==> src/rtl/debounce_pkg.sv <==
// -----------------------------------------------------------------------------
// debounce_pkg
//   Shared types and constants for the multi-channel debouncer.
//   Contents:
//     db_state_t     per-channel FSM state (DB_IDLE, DB_COUNT)
//     DB_SYNC_MAX    deepest synchroniser supported
//     sync_depth()   clamps a requested synchroniser depth to 1..DB_SYNC_MAX
// -----------------------------------------------------------------------------
package debounce_pkg;

    typedef enum logic {
        DB_IDLE  = 1'b0,
        DB_COUNT = 1'b1
    } db_state_t;

    localparam int DB_SYNC_MAX = 4;

    // Keeps the synchroniser array well formed even for an out-of-range depth.
    function automatic int sync_depth(input int n);
        if (n < 1)
            return 1;
        else if (n > DB_SYNC_MAX)
            return DB_SYNC_MAX;
        else
            return n;
    endfunction

endpackage

==> src/rtl/debounce_channel.sv <==
// -----------------------------------------------------------------------------
// debounce_channel
//   One-bit debounce FSM with stability counter and registered edge pulses.
//   The input is expected to be already synchronised to clk.
//   Ports:
//     clk         clock
//     rst         synchronous active-high reset
//     en          1 = debounce active, 0 = FSM held in IDLE, output frozen
//     s           synchronised input level
//     thr_rise    stability threshold while counting toward 1
//     thr_fall    stability threshold while counting toward 0
//     data_out    debounced level (registered)
//     rise_pulse  1-cycle pulse in the cycle data_out goes 0->1
//     fall_pulse  1-cycle pulse in the cycle data_out goes 1->0
// -----------------------------------------------------------------------------
module debounce_channel
    import debounce_pkg::*;
#(
    parameter int   CNT_W   = 8,
    parameter logic RST_VAL = 1'b0
) (
    input  logic             clk,
    input  logic             rst,
    input  logic             en,
    input  logic             s,
    input  logic [CNT_W-1:0] thr_rise,
    input  logic [CNT_W-1:0] thr_fall,
    output logic             data_out,
    output logic             rise_pulse,
    output logic             fall_pulse
);

    db_state_t        state;
    logic [CNT_W-1:0] cnt;
    logic [CNT_W-1:0] thr;

    // Threshold follows the direction the channel is heading, sampled live.
    assign thr = s ? thr_rise : thr_fall;

    // NOTE: all state here is updated with <= so every register samples the
    // values from before the edge; blocking assignments would let data_out and
    // the pulses see each other's new values within the same edge.
    always_ff @(posedge clk) begin
        if (rst) begin
            state      <= DB_IDLE;
            cnt        <= '0;
            data_out   <= RST_VAL;
            rise_pulse <= 1'b0;
            fall_pulse <= 1'b0;
        end else begin
            rise_pulse <= 1'b0;
            fall_pulse <= 1'b0;
            if (!en) begin
                state <= DB_IDLE;
                cnt   <= '0;
            end else begin
                case (state)
                    DB_IDLE: begin
                        if (s != data_out) begin
                            cnt   <= '0;
                            state <= DB_COUNT;
                        end
                    end
                    DB_COUNT: begin
                        if (s == data_out) begin
                            // Input bounced back: abandon without touching the output.
                            cnt   <= '0;
                            state <= DB_IDLE;
                        end else if (cnt >= thr) begin
                            // >= rather than == so a threshold lowered mid-count
                            // still fires and cnt can never run past thr.
                            data_out   <= s;
                            rise_pulse <= s;
                            fall_pulse <= ~s;
                            cnt        <= '0;
                            state      <= DB_IDLE;
                        end else begin
                            cnt <= cnt + 1'b1;
                        end
                    end
                    default: begin
                        cnt   <= '0;
                        state <= DB_IDLE;
                    end
                endcase
            end
        end
    end

endmodule

==> src/rtl/debouncer_multi.sv <==
// -----------------------------------------------------------------------------
// debouncer_multi
//   Per-bit debouncer for NUM_CH independent, possibly asynchronous inputs.
//   Each channel: SYNC_STAGES-deep synchroniser -> debounce_channel FSM.
//   Ports:
//     clk          clock
//     rst          synchronous active-high reset
//     en           1 = debounce active, 0 = freeze outputs
//     stable_rise  threshold while a channel counts toward 1
//     stable_fall  threshold while a channel counts toward 0
//     data_in      raw inputs
//     data_out     debounced levels (registered)
//     rise_pulse   per-channel 1-cycle pulse on 0->1 of data_out
//     fall_pulse   per-channel 1-cycle pulse on 1->0 of data_out
//     any_change   registered OR of all pulses, one cycle after them
// -----------------------------------------------------------------------------
module debouncer_multi
    import debounce_pkg::*;
#(
    parameter int   NUM_CH      = 8,
    parameter int   CNT_W       = 8,
    parameter int   SYNC_STAGES = 2,
    parameter logic RST_VAL     = 1'b0
) (
    input  logic              clk,
    input  logic              rst,
    input  logic              en,
    input  logic [CNT_W-1:0]  stable_rise,
    input  logic [CNT_W-1:0]  stable_fall,
    input  logic [NUM_CH-1:0] data_in,
    output logic [NUM_CH-1:0] data_out,
    output logic [NUM_CH-1:0] rise_pulse,
    output logic [NUM_CH-1:0] fall_pulse,
    output logic              any_change
);

    localparam int STAGES = sync_depth(SYNC_STAGES);

    logic [NUM_CH-1:0] sync_q [STAGES];
    logic [NUM_CH-1:0] s;

    // Synchroniser runs regardless of en so s is always current when en rises.
    // NOTE: this array is a few flip-flops rather than a RAM, so it is reset
    // like any other register and s starts from a defined value.
    always_ff @(posedge clk) begin
        if (rst) begin
            for (int k = 0; k < STAGES; k++)
                sync_q[k] <= {NUM_CH{RST_VAL}};
        end else begin
            sync_q[0] <= data_in;
            for (int k = 1; k < STAGES; k++)
                sync_q[k] <= sync_q[k-1];
        end
    end

    assign s = sync_q[STAGES-1];

    for (genvar i = 0; i < NUM_CH; i++) begin : g_ch
        debounce_channel #(
            .CNT_W   (CNT_W),
            .RST_VAL (RST_VAL)
        ) u_ch (
            .clk        (clk),
            .rst        (rst),
            .en         (en),
            .s          (s[i]),
            .thr_rise   (stable_rise),
            .thr_fall   (stable_fall),
            .data_out   (data_out[i]),
            .rise_pulse (rise_pulse[i]),
            .fall_pulse (fall_pulse[i])
        );
    end

    always_ff @(posedge clk) begin
        if (rst)
            any_change <= 1'b0;
        else
            any_change <= |(rise_pulse | fall_pulse);
    end

endmodule

==> config.mk <==
export PLATFORM = sky130hd
export DESIGN_NAME = debouncer_multi
export DESIGN_NICKNAME = d
export VERILOG_FILES = /design/src/rtl/debounce_pkg.sv /design/src/rtl/debounce_channel.sv /design/src/rtl/debouncer_multi.sv
export SDC_FILE = /design/constraint.sdc
export NUM_CORES = 1
export LEC_CHECK = 0
export CAP_MARGIN = 25
export CORE_ASPECT_RATIO = 1.4
export CORE_MARGIN = 4
export CORE_UTILIZATION = 25
export DETAILED_ROUTE_END_ITERATION = 7
export GPL_TIMING_DRIVEN = 0
export PLACE_DENSITY_LB_ADDON = 0.12
export REMOVE_ABC_BUFFERS = 1
export SLEW_MARGIN = 20
export SYNTH_ARGS = -nofsm -noshare
export SYNTH_HDL_FRONTEND = slang
export SYNTH_SLANG_ARGS = --single-unit
==> constraint.sdc <==
create_clock -name clk -period 3.3 [get_ports clk]
set_input_delay 0.33 -clock clk [delete_from_list [all_inputs] [get_ports clk]]
set_output_delay 0.33 -clock clk [all_outputs]
set_load 0.02 [all_outputs]
* Yosys cells after proc, flatten, opt, wreduce, memory -nomap -nowiden *
Memory sizes are Yosys's and may differ from the RTL's.
Index checks and enable logic that the tools add are counted.

operators by class
  bitwise gates (word level) = 36
  reductions and logical operators = 18
  $add $sub $neg = 8
  magnitude comparators = 8
  equality and inequality tests = 24
  muxes and demuxes = 77

operators with widths
  kind                                                                      count
  8-bit 2-to-1 mux                                                          34
  8-bit case mux with 2 select lines                                        8
  8-bit by 1-bit adder with 8-bit output (second input constant)            8
  8-bit greater-or-equal comparator                                         8
  5-bit OR reduction                                                        8
  1-bit inverter                                                            33
  4-bit AND reduction                                                       8
  1-bit 2-to-1 mux                                                          27
  2-bit by 1-bit inequality test with 1-bit output (second input constant)  8
  1-bit case mux with 2 select lines                                        8
  1-bit == test                                                             8
  1-bit inequality test                                                     8
  8-bit OR                                                                  1
  8-bit OR reduction                                                        1
  1-bit OR                                                                  2
  2-bit OR reduction                                                        1

word-level totals
  memories = 1
  bits in writable memories = 16
  output and inout port bits = 25
  bits in registers = 97
  logic and storage cells = 213
  input bits = 27

memories
  name    words  width  read ports  clocked after memory_dff  write ports  line                   text
  sync_q  2      8      2           0                         2            debouncer_multi.sv:39  logic [NUM_CH-1:0] sync_q [STAGES];

* Depth between registers and ports, before layout *
  word-level depth = 5
  gate-level depth with buffers = 9
  depth with buffers taken out = 7

* Hierarchy *
A second synthesis with hierarchy kept.

unflattened totals
  cell total of the unflattened synthesis = 807
  area total of the unflattened synthesis = 7295.7 µm²

modules (own cells, without submodules)
  module                               area each (µm²)  times used  cells each  seq. area each (µm²)
  debounce_channel (g_ch[2].u_ch ...)  862.1            4           96          240.2
  debounce_channel (g_ch[0].u_ch ...)  835.8            4           96          240.2
  debouncer_multi                      504.2            1           39          340.3

* Worst setup path after synthesis *
No wires, ideal clock.

  path kind = register to register
  from = mem sync_q[1][7] (netlist: sync_q[0][15])
  to = reg g_ch[7].u_ch.cnt[5]
  buffers on the path = 2
  path slack = 802 ps
  library setup time = 74 ps
  clock period less this slack = 2498 ps
  stages on the path, launching flop included = 10
  data arrival time = 2424 ps
  required time = 3226 ps
  cell sequence = dfxtp_1 > clkbuf_1 > mux2_2 > ha_1 > nand2b_1 > a2111oi_2 > o31a_2 > buf_6 > nand4_1 > a31oi_1

RTL lines
  what                  line                    text
  start, declared       debouncer_multi.sv:39
  end signal, assigned  debounce_channel.sv:78  cnt <= cnt + 1'b1;
  end, declared         debounce_channel.sv:34  logic [CNT_W-1:0] cnt;

==> key figures <==
Floorplan
  • Boundary pin count: 52
  • CORE AREA: between 20000 and 30000 um^2
  • Die H: between 200 and 250 um
  • Die Footprint: 32100 um^2
  • Initial Utilization: 25.5%
  • Row count: 73
  • Die width: 153 um

Synthesis
  • Synthesized cell area: 7320 um^2
  • Compound-Gate Fraction of Synth Area: 14.9%
  • Synth warn: 0
  • Synth unique cells: 38
  • Asr flop ratio synth: 0%
  • Share of the synthesized area in the top cell type: a little under a third
  • Synth Area in XOR/XNOR: 0.957%
  • Proportion of synthesized area in mux cells: 8.89%
  • Main combinational cell family by area after synthesis: simple AND/OR/NAND/NOR gates
  • Synth Area in Simple Gates: 25.2%
  • Post-synth top area cell: dfxtp_1
  • Top post-synthesis cells by area: dfxtp_1 31%, ha_1 12%, mux2i_1 7.7%
  • Post-synth EDFFs: 0
  • Seq/Total Area, Yosys: 30.9%
  • Post-synthesis instance total: about 850
  • Top FF cell, synth: dfxtp_1
  • Post-synthesis adder-cell area fraction: 12.3%
  • Synthesis-stage register bit count: 113
  • Mean Syn Cell Area: between 8 and 9 um^2

Power and ir drop
  • Seq pwr share: 37.9%
  • Clock power frac: roughly 55%
  • Internal: 2800 uW
  • Pleak: 0.00308 uW
  • Sw Pwr: just under 900 uW
  • Sw Ratio: 24.1%
  • Comb pwr share: 7.7%
  • VDD IR max: around 0.32 mV
  • PwrDens: approximately 430 nW/um^2

Clock tree
  • H-tree Lvls: 4
  • Post-cts resize count: 0
  • Root Driver: clkbuf_16
  • CTS buffer count: 17
  • # hold bufs at CTS: 0
  • Reg clk slew, reported paths: 0.06 ns
  • CTS tree: done
  • Sink Count: between 100 and 150
  • Clock Tree Buf Depth: 2
  • # Post-CTS Setup Buffers: 0
  • Worst-Skew Late Latency: 0.42 ns

Final layout
  • Share of layout cells above drive strength 1: 9.07%
  • Fillcell total: 3101
  • Cell area after layout: 8550 um^2
  • Finished Layout Cells: 1235
  • Register Area: roughly 2300 um^2
  • Ant. Diodes: 0
  • Multi-input gate area in the final layout: roughly 4600 um^2
  • Final #Nets: 946
  • Area Overhead vs Synth: 16.7%
  • Fin util: 29.8%

STA
  • Final Hold Viols: 0
  • Slew Limit Fails: 0
  • Slew of the pin with the lowest slew margin: 1.05 ns
  • Fin crit share: 86.1%
  • Setup violators final: 0
  • Minimum hold slack: 0.142 ns
  • Final setup margin: 0.460 ns
  • Slew HR: 29.5%
  • Minimum clock period: 2.84 ns
  • Setup Skew: 0.00944 ns
  • Max frequency: approximately 0.35 GHz
  • RSZ-0062 raised after global routing: false

Detailed routing
  • Drt pass-1 iters: 4
  • Final routed DRC violation total: 0
  • DR vias: 6182
  • WL final: about 21 mm
  • Final ANT Viol Nets: 0
  • Drt wl/cell: 17.2 um
  • Initial DRC Count: 310
  • Vias per inst: 5.01

Place
  • # placed instances: 1203
  • Setup WS pre-CTS: ~0.17 ns
  • Placer congestion estimate: roughly 0.74
  • Area after DPL: about 8000 um^2
  • Final HPWL DP: 14.2 mm
  • IO Port Bufs: slightly above 50

Worst setup path
  • Critical Path RT: 3.57 ns
  • Setup crit end kind: register
  • Startpoint Class: register
  • Worst Path Arrival: between 3 and 4 ns
  • Crit Path Max Fanout: 15
  • Setup Crit Path Kind: reg2reg

Flow run
  • Max cap viols: 0

Worst hold path
  • Hold crit path type: in2reg

Global routing
  • Initial antenna violation count: 0
  • Total gr overflow: 0
  • First-pass GRT wire length: 34.4 mm
  • All-Layer GR Usage: 13.5%
  • Largest net degree at the start of global routing: 54
  • Vias in the first global route: 6152

Status
  • Outcome: finished, final reports clean
[flip-flops by register name, summed over array words and instances, names as in the netlist]
| name | count |
|---|---|
| sync_q | 16 |
| g_ch.u_ch.rise_pulse | 8 |
| g_ch.u_ch.cnt | 64 |
| g_ch.u_ch.state | 8 |
| any_change | 1 |
| g_ch.u_ch.data_out | 8 |
| g_ch.u_ch.fall_pulse | 8 |
[layer usage]
layer / global-route usage [%] / routed length (um) / vias up
met4: 3.69 / 256 / 0
met1: 17.7 / 10100 / 2941
met2: 22.2 / 9970 / 120
li1: - / - / 3110
met5: 0 / 0 / -
met3: 3.25 / 958 / 11
[metrics by stage]
step / total power, uW / TNS (ns)
final: 3690 / 0
after global routing: 3850 / 0
after CTS: 3760 / 0
after detailed placement: 1710 / 0
after global placement: 1710 / -142.15
after floorplan: 1570 / 0
[cell usage after synthesis, types with 16 or more instances]
master,number
a21oi_1,38
a31oi_1,34
buf_4,24
dfxtp_1,113
ha_1,72
inv_1,16
mux2i_1,56
nand2_1,87
nand3_1,49
nand4_1,34
nand4b_1,16
nor2_1,55
nor2b_1,19
[worst max-delay path, cell delays in order (launching register included)]
cell       delay, ns
dfxtp_1         0.73
mux2_2          0.41
ha_1            0.27
nand2b_1        0.12
a2111oi_2       0.07
o31a_2          0.42
nand2b_1        0.23
nor4b_1         0.43
[worst paths after layout]
path	slack, ns	endpoint	cells past startpoint	startpoint
max reg2reg	0.46	g_ch[4].u_ch.fall_pulse	7	sync_q[0][12]
min	0.14	sync_q[0][13]	2	rst
max	0.46	g_ch[4].u_ch.fall_pulse	7	sync_q[0][12]
min reg2reg	0.43	sync_q[0][11]	1	sync_q[0][3]
[layout by cell type, fill, tap and decap left out, types with 9 or more instances in the layout]
cell               n
a21oi_1           38
a31oi_1           34
and2_1            14
and3_1             9
clkbuf_16         17
clkdlybuf4s50_1   50
dfxtp_1          113
ha_1              72
inv_1             16
mux2i_1           56
nand2_1           87
nand2b_1          14
nand3_1           49
nand4_1           34
nand4b_1          16
nor2_1            55
nor2b_1           18
nor4_1            12
o211ai_1          14
o21a_1            15
or2_2             15
[area by class of cell]
class	count	area share, %
clock buffers	19	5.30
repair buffers	53	6.47
well taps	375	5.49
multi-input cells	646	53.4
inverters	16	0.703
flip-flops and latches	113	26.5
clock inverters	13	2.17
[power groups by stage]
stage,clock [uW],sequential (uW),combinational (uW)
3_3_place_gp,0,1430,277
4_1_cts,2080,1400,287
5_1_grt,2140,1400,315
2_1_floorplan,0,1420,152
6_report,2010,1400,283
3_5_place_dp,0,1430,285
[kinds of logic after synthesis]
| logic type | after synthesis |
|---|---|
| buffers and inverters | 90 |
| DFF | 113 |
| and+or+nand+nor | 351 |
| xor gates and xnor gates | 8 |
| AOI/OAI and AO/OA | 151 |
| adders and majority gates | 72 |
| muxes | 64 |
Note: power is estimated with default switching activity, not from simulation.
